<file path="src/rtl/digit_display_pkg.sv">
// Shared definitions for the digit display scheduler.
// Holds the digit cell geometry, the 3-digit BCD record, the conversion
// scheduler state encoding and small helpers that read a BCD record.
package digit_display_pkg;

  localparam int DIGIT_W          = 16;
  localparam int DIGIT_H          = 32;
  localparam int DIGITS_PER_FIELD = 3;
  localparam int BIN_W            = 8;
  localparam int SHIFT_CYCLES     = 8;

  // Three BCD digits of one field, hundreds in the top nibble.
  typedef struct packed {
    logic [3:0] hundreds;
    logic [3:0] tens;
    logic [3:0] units;
  } bcd3_t;

  typedef enum logic [2:0] {
    ST_IDLE,
    ST_LOAD,
    ST_SHIFT,
    ST_NEXT,
    ST_COMMIT
  } sched_state_t;

  // Digit k of a field, k=0 is hundreds.
  function automatic logic [3:0] bcd_digit(input bcd3_t b, input int k);
    case (k)
      0:       return b.hundreds;
      1:       return b.tens;
      default: return b.units;
    endcase
  endfunction

  // Leading-zero blanking: units always shown, tens only if something
  // precedes it or it is itself non-zero.
  function automatic logic lead_visible(input bcd3_t b, input int k);
    case (k)
      0:       return (b.hundreds != 4'd0);
      1:       return (b.hundreds != 4'd0) || (b.tens != 4'd0);
      default: return 1'b1;
    endcase
  endfunction

endpackage

</file>
<file path="src/rtl/bin2bcd_seq.sv">
// Sequential 8-bit binary to 3-digit BCD converter (double-dabble).
// Ports:
//   clk, reset   system clock, synchronous active-high reset
//   start        load bin_in and clear the BCD accumulator
//   shift        perform one add-3/shift step (ignored once 8 steps are done)
//   bin_in       binary value to convert, sampled on start
//   bcd_out      BCD accumulator; holds the result once done is high
//   last_shift   the step being taken this cycle is the final one
//   done         all 8 steps completed since the last start
module bin2bcd_seq
  import digit_display_pkg::*;
(
  input  logic             clk,
  input  logic             reset,
  input  logic             start,
  input  logic             shift,
  input  logic [BIN_W-1:0] bin_in,
  output bcd3_t            bcd_out,
  output logic             last_shift,
  output logic             done
);

  logic [BIN_W-1:0] bin_q, bin_d;
  bcd3_t            bcd_q, bcd_d;
  logic [3:0]       cnt_q, cnt_d;
  bcd3_t            adj;
  logic [19:0]      shifted;

  function automatic logic [3:0] add3(input logic [3:0] n);
    return (n >= 4'd5) ? n + 4'd3 : n;
  endfunction

  // One double-dabble step: correct every nibble that would overflow past 9
  // after doubling, then shift the binary MSB into the BCD LSB.
  always_comb begin
    bin_d        = bin_q;
    bcd_d        = bcd_q;
    cnt_d        = cnt_q;
    adj.hundreds = add3(bcd_q.hundreds);
    adj.tens     = add3(bcd_q.tens);
    adj.units    = add3(bcd_q.units);
    shifted      = {adj, bin_q} << 1;
    if (start) begin
      bin_d = bin_in;
      bcd_d = '0;
      cnt_d = 4'd0;
    end else if (shift && (cnt_q < 4'(SHIFT_CYCLES))) begin
      bcd_d = bcd3_t'(shifted[19:8]);
      bin_d = shifted[7:0];
      cnt_d = cnt_q + 4'd1;
    end
  end

  always_ff @(posedge clk) begin
    if (reset) begin
      bin_q <= '0;
      bcd_q <= '0;
      cnt_q <= '0;
    end else begin
      bin_q <= bin_d;
      bcd_q <= bcd_d;
      cnt_q <= cnt_d;
    end
  end

  assign bcd_out    = bcd_q;
  assign last_shift = shift && (cnt_q == 4'(SHIFT_CYCLES - 1));
  assign done       = (cnt_q == 4'(SHIFT_CYCLES));

endmodule

</file>
<file path="src/rtl/digit_display_scheduler.sv">
// Time-shares one 16x32 digit bitmap ROM between NUM_VALUES numeric fields.
// Each field shows an 8-bit value as three decimal digits with leading-zero
// blanking. Values are captured at startOfFrame, converted to BCD one field
// at a time by a shared sequential converter, and committed to the display
// registers together so a frame never shows a half-updated set of fields.
// Ports:
//   clk, reset           system clock, synchronous active-high reset
//   startOfFrame         1-cycle pulse at start of vertical blank
//   pixelX, pixelY       current pixel position
//   values               field values, field 0 in the most significant byte
//                        (written {field0, field1, ...})
//   blink_en             bit i enables blinking of field i
//   rom_digit            digit 0..9 for the shared bitmap ROM
//   rom_offsetX/Y        position inside the 16x32 cell
//   rom_insideRectangle  pixel lies in a visible digit cell
//   field_id             field covering the pixel
//   busy                 BCD conversion in progress
// FIELD_X/FIELD_Y are packed the same way as values: field 0 first.
module digit_display_scheduler
  import digit_display_pkg::*;
#(
  parameter int                     NUM_VALUES   = 2,
  parameter logic [NUM_VALUES*11-1:0] FIELD_X    = {11'd32, 11'd560},
  parameter logic [NUM_VALUES*11-1:0] FIELD_Y    = {11'd16, 11'd16},
  parameter logic [5:0]             BLINK_FRAMES = 6'd30
) (
  input  logic                    clk,
  input  logic                    reset,
  input  logic                    startOfFrame,
  input  logic [10:0]             pixelX,
  input  logic [10:0]             pixelY,
  input  logic [NUM_VALUES*8-1:0] values,
  input  logic [NUM_VALUES-1:0]   blink_en,
  output logic [3:0]              rom_digit,
  output logic [3:0]              rom_offsetX,
  output logic [4:0]              rom_offsetY,
  output logic                    rom_insideRectangle,
  output logic [1:0]              field_id,
  output logic                    busy
);

  localparam logic [1:0] LAST_IDX = 2'(NUM_VALUES - 1);

  sched_state_t state_q, state_d;
  logic [1:0]   idx_q, idx_d;
  logic [7:0]   lat_q    [NUM_VALUES];
  logic [7:0]   lat_d    [NUM_VALUES];
  bcd3_t        shadow_q [NUM_VALUES];
  bcd3_t        shadow_d [NUM_VALUES];
  bcd3_t        disp_q   [NUM_VALUES];
  bcd3_t        disp_d   [NUM_VALUES];

  logic [5:0]   blink_cnt_q, blink_cnt_d;
  logic         blink_off_q, blink_off_d;

  logic [3:0]   rom_digit_q, rom_digit_d;
  logic [3:0]   rom_offset_x_q, rom_offset_x_d;
  logic [4:0]   rom_offset_y_q, rom_offset_y_d;
  logic         inside_q, inside_d;
  logic [1:0]   field_id_q, field_id_d;

  logic         conv_start, conv_shift, conv_last, conv_done;
  logic [1:0]   sel_idx;
  logic [7:0]   bin_sel;
  bcd3_t        conv_bcd;

  function automatic logic [10:0] field_x(input int i);
    return FIELD_X[(NUM_VALUES-1-i)*11 +: 11];
  endfunction

  function automatic logic [10:0] field_y(input int i);
    return FIELD_Y[(NUM_VALUES-1-i)*11 +: 11];
  endfunction

  bin2bcd_seq u_bin2bcd (
    .clk        (clk),
    .reset      (reset),
    .start      (conv_start),
    .shift      (conv_shift),
    .bin_in     (bin_sel),
    .bcd_out    (conv_bcd),
    .last_shift (conv_last),
    .done       (conv_done)
  );

  // Conversion scheduler. The next field's value is loaded into the
  // converter in NEXT while the finished result is stored, so each field
  // costs exactly 8 shift cycles plus one NEXT cycle.
  always_comb begin
    state_d    = state_q;
    idx_d      = idx_q;
    lat_d      = lat_q;
    shadow_d   = shadow_q;
    disp_d     = disp_q;
    conv_start = 1'b0;
    conv_shift = 1'b0;
    sel_idx    = idx_q;
    case (state_q)
      ST_IDLE: begin
        if (startOfFrame) begin
          for (int i = 0; i < NUM_VALUES; i++) begin
            lat_d[i] = values[(NUM_VALUES-1-i)*8 +: 8];
          end
          idx_d   = 2'd0;
          state_d = ST_LOAD;
        end
      end
      ST_LOAD: begin
        conv_start = 1'b1;
        sel_idx    = 2'd0;
        state_d    = ST_SHIFT;
      end
      ST_SHIFT: begin
        conv_shift = 1'b1;
        if (conv_last) begin
          state_d = ST_NEXT;
        end
      end
      ST_NEXT: begin
        for (int i = 0; i < NUM_VALUES; i++) begin
          if (conv_done && (idx_q == 2'(i))) begin
            shadow_d[i] = conv_bcd;
          end
        end
        if (idx_q == LAST_IDX) begin
          state_d = ST_COMMIT;
        end else begin
          idx_d      = idx_q + 2'd1;
          sel_idx    = idx_q + 2'd1;
          conv_start = 1'b1;
          state_d    = ST_SHIFT;
        end
      end
      ST_COMMIT: begin
        disp_d  = shadow_q;
        state_d = ST_IDLE;
      end
      default: state_d = ST_IDLE;
    endcase
  end

  always_comb begin
    bin_sel = '0;
    for (int i = 0; i < NUM_VALUES; i++) begin
      if (sel_idx == 2'(i)) begin
        bin_sel = lat_q[i];
      end
    end
  end

  // Blink frame counter: counts every startOfFrame, even those arriving
  // while a conversion is still running, so blink timing stays regular.
  always_comb begin
    blink_cnt_d = blink_cnt_q;
    blink_off_d = blink_off_q;
    if (startOfFrame) begin
      if (blink_cnt_q == BLINK_FRAMES - 6'd1) begin
        blink_cnt_d = 6'd0;
        blink_off_d = ~blink_off_q;
      end else begin
        blink_cnt_d = blink_cnt_q + 6'd1;
      end
    end
  end

  // Pixel hit test. Comparisons are done in 12 bits so a cell near the
  // right/bottom edge cannot wrap around to column/row 0. Fields are
  // scanned from index 0 upward and the first covering cell claims the pixel.
  always_comb begin
    logic [11:0] px, py, cell_x, cell_y;
    logic        found;
    px             = {1'b0, pixelX};
    py             = {1'b0, pixelY};
    cell_x         = '0;
    cell_y         = '0;
    found          = 1'b0;
    rom_digit_d    = '0;
    rom_offset_x_d = '0;
    rom_offset_y_d = '0;
    inside_d       = 1'b0;
    field_id_d     = '0;
    for (int i = 0; i < NUM_VALUES; i++) begin
      for (int k = 0; k < DIGITS_PER_FIELD; k++) begin
        cell_x = {1'b0, field_x(i)} + 12'(DIGIT_W * k);
        cell_y = {1'b0, field_y(i)};
        if (!found && (px >= cell_x) && (px <= cell_x + 12'(DIGIT_W - 1)) &&
            (py >= cell_y) && (py <= cell_y + 12'(DIGIT_H - 1))) begin
          found      = 1'b1;
          field_id_d = 2'(i);
          if (lead_visible(disp_q[i], k) && !(blink_en[i] && blink_off_q)) begin
            inside_d       = 1'b1;
            rom_digit_d    = bcd_digit(disp_q[i], k);
            rom_offset_x_d = 4'(px - cell_x);
            rom_offset_y_d = 5'(py - cell_y);
          end
        end
      end
    end
  end

  always_ff @(posedge clk) begin
    if (reset) begin
      state_q        <= ST_IDLE;
      idx_q          <= '0;
      blink_cnt_q    <= '0;
      blink_off_q    <= 1'b0;
      rom_digit_q    <= '0;
      rom_offset_x_q <= '0;
      rom_offset_y_q <= '0;
      inside_q       <= 1'b0;
      field_id_q     <= '0;
      for (int i = 0; i < NUM_VALUES; i++) begin
        lat_q[i]    <= '0;
        shadow_q[i] <= '0;
        disp_q[i]   <= '0;
      end
    end else begin
      state_q        <= state_d;
      idx_q          <= idx_d;
      blink_cnt_q    <= blink_cnt_d;
      blink_off_q    <= blink_off_d;
      rom_digit_q    <= rom_digit_d;
      rom_offset_x_q <= rom_offset_x_d;
      rom_offset_y_q <= rom_offset_y_d;
      inside_q       <= inside_d;
      field_id_q     <= field_id_d;
      lat_q          <= lat_d;
      shadow_q       <= shadow_d;
      disp_q         <= disp_d;
    end
  end

  assign rom_digit           = rom_digit_q;
  assign rom_offsetX         = rom_offset_x_q;
  assign rom_offsetY         = rom_offset_y_q;
  assign rom_insideRectangle = inside_q;
  assign field_id            = field_id_q;
  assign busy                = (state_q != ST_IDLE);

endmodule

</file>
<file path="config.mk">
export PLATFORM = sky130hd
export DESIGN_NAME = digit_display_scheduler
export DESIGN_NICKNAME = d
export VERILOG_FILES = /design/src/rtl/digit_display_pkg.sv /design/src/rtl/bin2bcd_seq.sv /design/src/rtl/digit_display_scheduler.sv
export SDC_FILE = /design/constraint.sdc
export NUM_CORES = 1
export LEC_CHECK = 0
export ABC_AREA = 1
export BUFFER_PORTS_ARGS = -buffer_cell sky130_fd_sc_hd__clkbuf_2
export CAP_MARGIN = 20
export CORE_MARGIN = 10
export CORE_UTILIZATION = 50
export CTS_BUF_LIST = sky130_fd_sc_hd__clkbuf_8
export CTS_CLUSTER_SIZE = 24
export DETAILED_ROUTE_END_ITERATION = 6
export GPL_TIMING_DRIVEN = 0
export PLACE_DENSITY = 0.81
export SYNTH_ARGS = -nofsm -noshare
export SYNTH_HDL_FRONTEND = slang
export SYNTH_SLANG_ARGS = --single-unit
</file>
<file path="constraint.sdc">
create_clock -name clk -period 3.07 [get_ports clk]
set_clock_uncertainty 0.1 [all_clocks]
set_input_delay 0.614 -clock clk [delete_from_list [all_inputs] [get_ports clk]]
set_output_delay 0.614 -clock clk [all_outputs]
set_load 0.05 [all_outputs]
</file>
==> results_dict.tcl <==
set metrics [dict create \
    run_status "complete, no violations" \
    synth.ff_latch_count 115 \
    min_delay_path_depth 3 \
    peakVddDrop_uv 254 \
    ys.warnings.count 0 \
    critical-path-top-delay-family "flip-flops" \
    grt_busiest_layer "met2" \
    port-buffer-count 56 \
    grt_use_met3 0.0521 \
    dp_hpwl_um 9310 \
    die_area_um2 14800 \
    globalRoute.totalOverflow 0 \
    multiInputGateArea_um2 2270 \
    timing.final.crit_period_ns 2.03 \
    vias 4766 \
    seq_area_um2 2300 \
    clockRootBuffer "sky130_fd_sc_hd__clkbuf_8" \
    tritoncts_num_sinks 115 \
    worst-path-buf-inv 1 \
    hold_ws_ns 0.272 \
    diodes 0 \
    cp.required_ns 2.36 \
    chipHeight_um 122 \
    grtUsageMet2 0.308 \
    synth-edff-count 0 \
    global_route.usage.met1 0.189 \
    avgViaCountPerCell 5.18 \
    cap_violations 0 \
    total_neg_setup_slack_ns 0 \
    tritoncts "built" \
    clock_tree.buffer_depth 2 \
    h_tree_levels 4 \
    setup.worst_path.start_class "register" \
    boundaryPins 60 \
    number_of_buffers_created_by_cts 17 \
    cts_hold_repair.buffers 0 \
    path_class "reg2out" \
    num-nets-final 827 \
    ys_top_cells_by_area "sky130_fd_sc_hd__dfxtp_1, sky130_fd_sc_hd__a21oi_1, sky130_fd_sc_hd__inv_1, sky130_fd_sc_hd__o21ai_0, sky130_fd_sc_hd__nand2_1" \
    max_slew.worst_pin.slew_ns 0.501 \
    detail_route.drc_violations 0 \
    first_global_vias 4675 \
    detail_route.first_pass.iterations 5 \
    grt_setup_unrepaired "false" \
    ant_nets 0 \
    initialDrtViolationCount 228 \
    ys_async_sr_fraction 0 \
    synth_fp_nets 752 \
    weighted_congestion_at_the_end_of_routability_driven_global_placement 0.856 \
    report.final.slew_viol_count 0 \
    antenna_found_initial 0 \
    min_path_type "in2reg" \
    cts_resized 0 \
    critPathMaxFanout 3 \
    synthTopCellsByCount "sky130_fd_sc_hd__inv_1, sky130_fd_sc_hd__dfxtp_1, sky130_fd_sc_hd__a21oi_1, sky130_fd_sc_hd__nand2_1, sky130_fd_sc_hd__o21ai_0" \
    area_delta_synth_final_pct 17.7 \
    yosys.cell_count.top_type "sky130_fd_sc_hd__inv_1" \
    yosysTopAreaCell "sky130_fd_sc_hd__dfxtp_1" \
    netlist-cell-type-count 38 \
    critical_path_depth 3 \
    die_width_um 122 \
    floorplan.initialDensity 0.520 \
    max-slew-margin-rel 0.666 \
    average_cell_area_after_synthesis_um2 7.37 \
    drt-total-wl_um 12500 \
    postCtsSetupRepairBufs 0 \
    primary_flip_flop_cell_chosen_by_synthesis_mapping "sky130_fd_sc_hd__dfxtp_1" \
    cp_data_arrival_time_ns 1.32 \
    route.detailed.wl_per_inst_um 13.6 \
    placementRows 36 \
    grt_pass1_wl_um 20900 \
    drive_above_1_share 0.164 \
    achievable-frequency_mhz 492 \
    critPathCaptureType "primary output" \
    clk_pin_slew_ns 0.08 \
    slowest_stage "sky130_fd_sc_hd__dfxtp_1" \
    final_design_area_no_fill_um2 6060 \
    static_leak_nw 2.53 \
    clk-insertion-delay-late_ns 0.44 \
    grt_start_max_net_pins 17 \
    post_dp_cell_area_um2 5600 \
    timing.critical_path.cells "nor2_1, nand2_1, clkbuf_2" \
    core_area_um2 9910 \
    yosysSeqAreaShare 0.447 \
    post-route-period-util 0.662 \
    layout.filler_cells 851 \
    worst_path_largest_cell_delay_ns 0.33 \
    synth.cell_area_um2 5150 \
    powerDensity_nw_per_um2 584 \
    yosysTopAreaCellShare 0.447 \
    grtUsageTotal 0.172 \
    postSynthCellCount 699 \
    finalSetupViolCount 0 \
    hold_viol_final 0 \
    r2r.worst_path.cells 9 \
]
layout by cell type (no fill, tap or decap), types with 3 or more instances in the layout:
master                       synthesis  layout
sky130_fd_sc_hd__inv_1             117     117
sky130_fd_sc_hd__dfxtp_1           115     115
sky130_fd_sc_hd__a21oi_1            90      90
sky130_fd_sc_hd__nand2_1            84      84
sky130_fd_sc_hd__o21ai_0            74      74
sky130_fd_sc_hd__clkbuf_2            0      56
sky130_fd_sc_hd__nor2_1             53      53
sky130_fd_sc_hd__nand3_1            30      30
sky130_fd_sc_hd__clkbuf_1           19      19
sky130_fd_sc_hd__clkbuf_8            0      17
sky130_fd_sc_hd__nor2_2             13      13
sky130_fd_sc_hd__nand4_1            11      11
sky130_fd_sc_hd__o21ai_1            11      11
sky130_fd_sc_hd__o22ai_1            10      10
sky130_fd_sc_hd__ha_1               10      10
sky130_fd_sc_hd__inv_2               7       7
sky130_fd_sc_hd__xor2_1              6       6
sky130_fd_sc_hd__o211ai_1            6       6
sky130_fd_sc_hd__nor3_1              5       5
sky130_fd_sc_hd__bufinv_16           0       5
sky130_fd_sc_hd__clkinv_4            0       4
sky130_fd_sc_hd__nor3b_1             3       3
sky130_fd_sc_hd__nor2_4              3       3
sky130_fd_sc_hd__nand3_2             3       3
sky130_fd_sc_hd__buf_4               3       3
sky130_fd_sc_hd__buf_2               3       3
sky130_fd_sc_hd__clkinvlp_4          0       3
cell type report:
type / instances / share of cell area
buffer: 27 / 0.0192
clock buffer: 17 / 0.0386
clock inverter: 15 / 0.0380
inverter: 124 / 0.0768
multi-input combinational: 433 / 0.374
sequential: 115 / 0.380
tap: 133 / 0.0274
timing repair buffer: 56 / 0.0462
path summary, 6_finish.rpt:
check / from / to / slack [ns]
max reg2reg: state_q[2] / u_bin2bcd.bcd_out[2] / 1.09
max: state_q[0] / busy / 1.04
min: pixelY[2] / rom_offsetY[2] / 0.27
min reg2reg: lat_q[10] / lat_q[10] / 0.35
through the flow:
step | util | total power, W | setup WS (ns) | std cells
global placement | 0.565 | 0.00193 | 1.03 | 888
finish | 0.612 | 0.00354 | 1.04 | 920
floorplan | - | 0.00184 | 1.27 | 699
global route | 0.612 | 0.00367 | 0.958 | 920
detailed placement | 0.565 | 0.00195 | 0.929 | 888
CTS | 0.612 | 0.00356 | 1.03 | 920
registers in the layout, summed over array words and instances, names as in the netlist:
signal / flops
disp_q: 24
shadow_q: 24
lat_q: 16
u_bin2bcd.bcd_out: 12
u_bin2bcd.bin_q: 8
blink_cnt_q: 6
rom_offsetY: 5
rom_digit: 4
rom_offsetX: 4
u_bin2bcd.cnt_q: 4
state_q: 3
idx_q: 2
blink_off_q: 1
field_id: 1
rom_insideRectangle: 1
power breakdown:
| group | leakage, nW | switching [W] | internal (W) |
|---|---|---|---|
| sequential | 0.932 | 0.0000335 | 0.00154 |
| combinational | 1.37 | 0.000233 | 0.000111 |
| clock | 0.223 | 0.000649 | 0.000973 |
logic make-up after synthesis:
logic type               synth area share
other                            0.000728
AND/OR/NAND/NOR                     0.190
adder cells (fa/ha/maj)            0.0243
buffers and inverters               0.113
AO/OA/AOI/OAI                       0.212
XOR/XNOR                           0.0136
flip-flops                          0.447
worst register-to-register path: stages (launching register included):
cell and delay (ns):
sky130_fd_sc_hd__dfxtp_1 0.33, sky130_fd_sc_hd__nor2_1 0.12, sky130_fd_sc_hd__inv_1 0.07, sky130_fd_sc_hd__nor2_1 0.28, sky130_fd_sc_hd__nand2_1 0.25, sky130_fd_sc_hd__inv_1 0.21, sky130_fd_sc_hd__buf_4 0.21, sky130_fd_sc_hd__o211ai_1 0.11
sky130_fd_sc_hd__o211ai_1 0.12, sky130_fd_sc_hd__inv_1 0.06
routing by layer:
layer	routed length, µm	vias to the layer above
li1	-	2438
met1	5210	2166
met2	6320	138
met3	750	24
met4	233	0
met5	0	-
No activity file was read; power rests on OpenSTA's default activity.
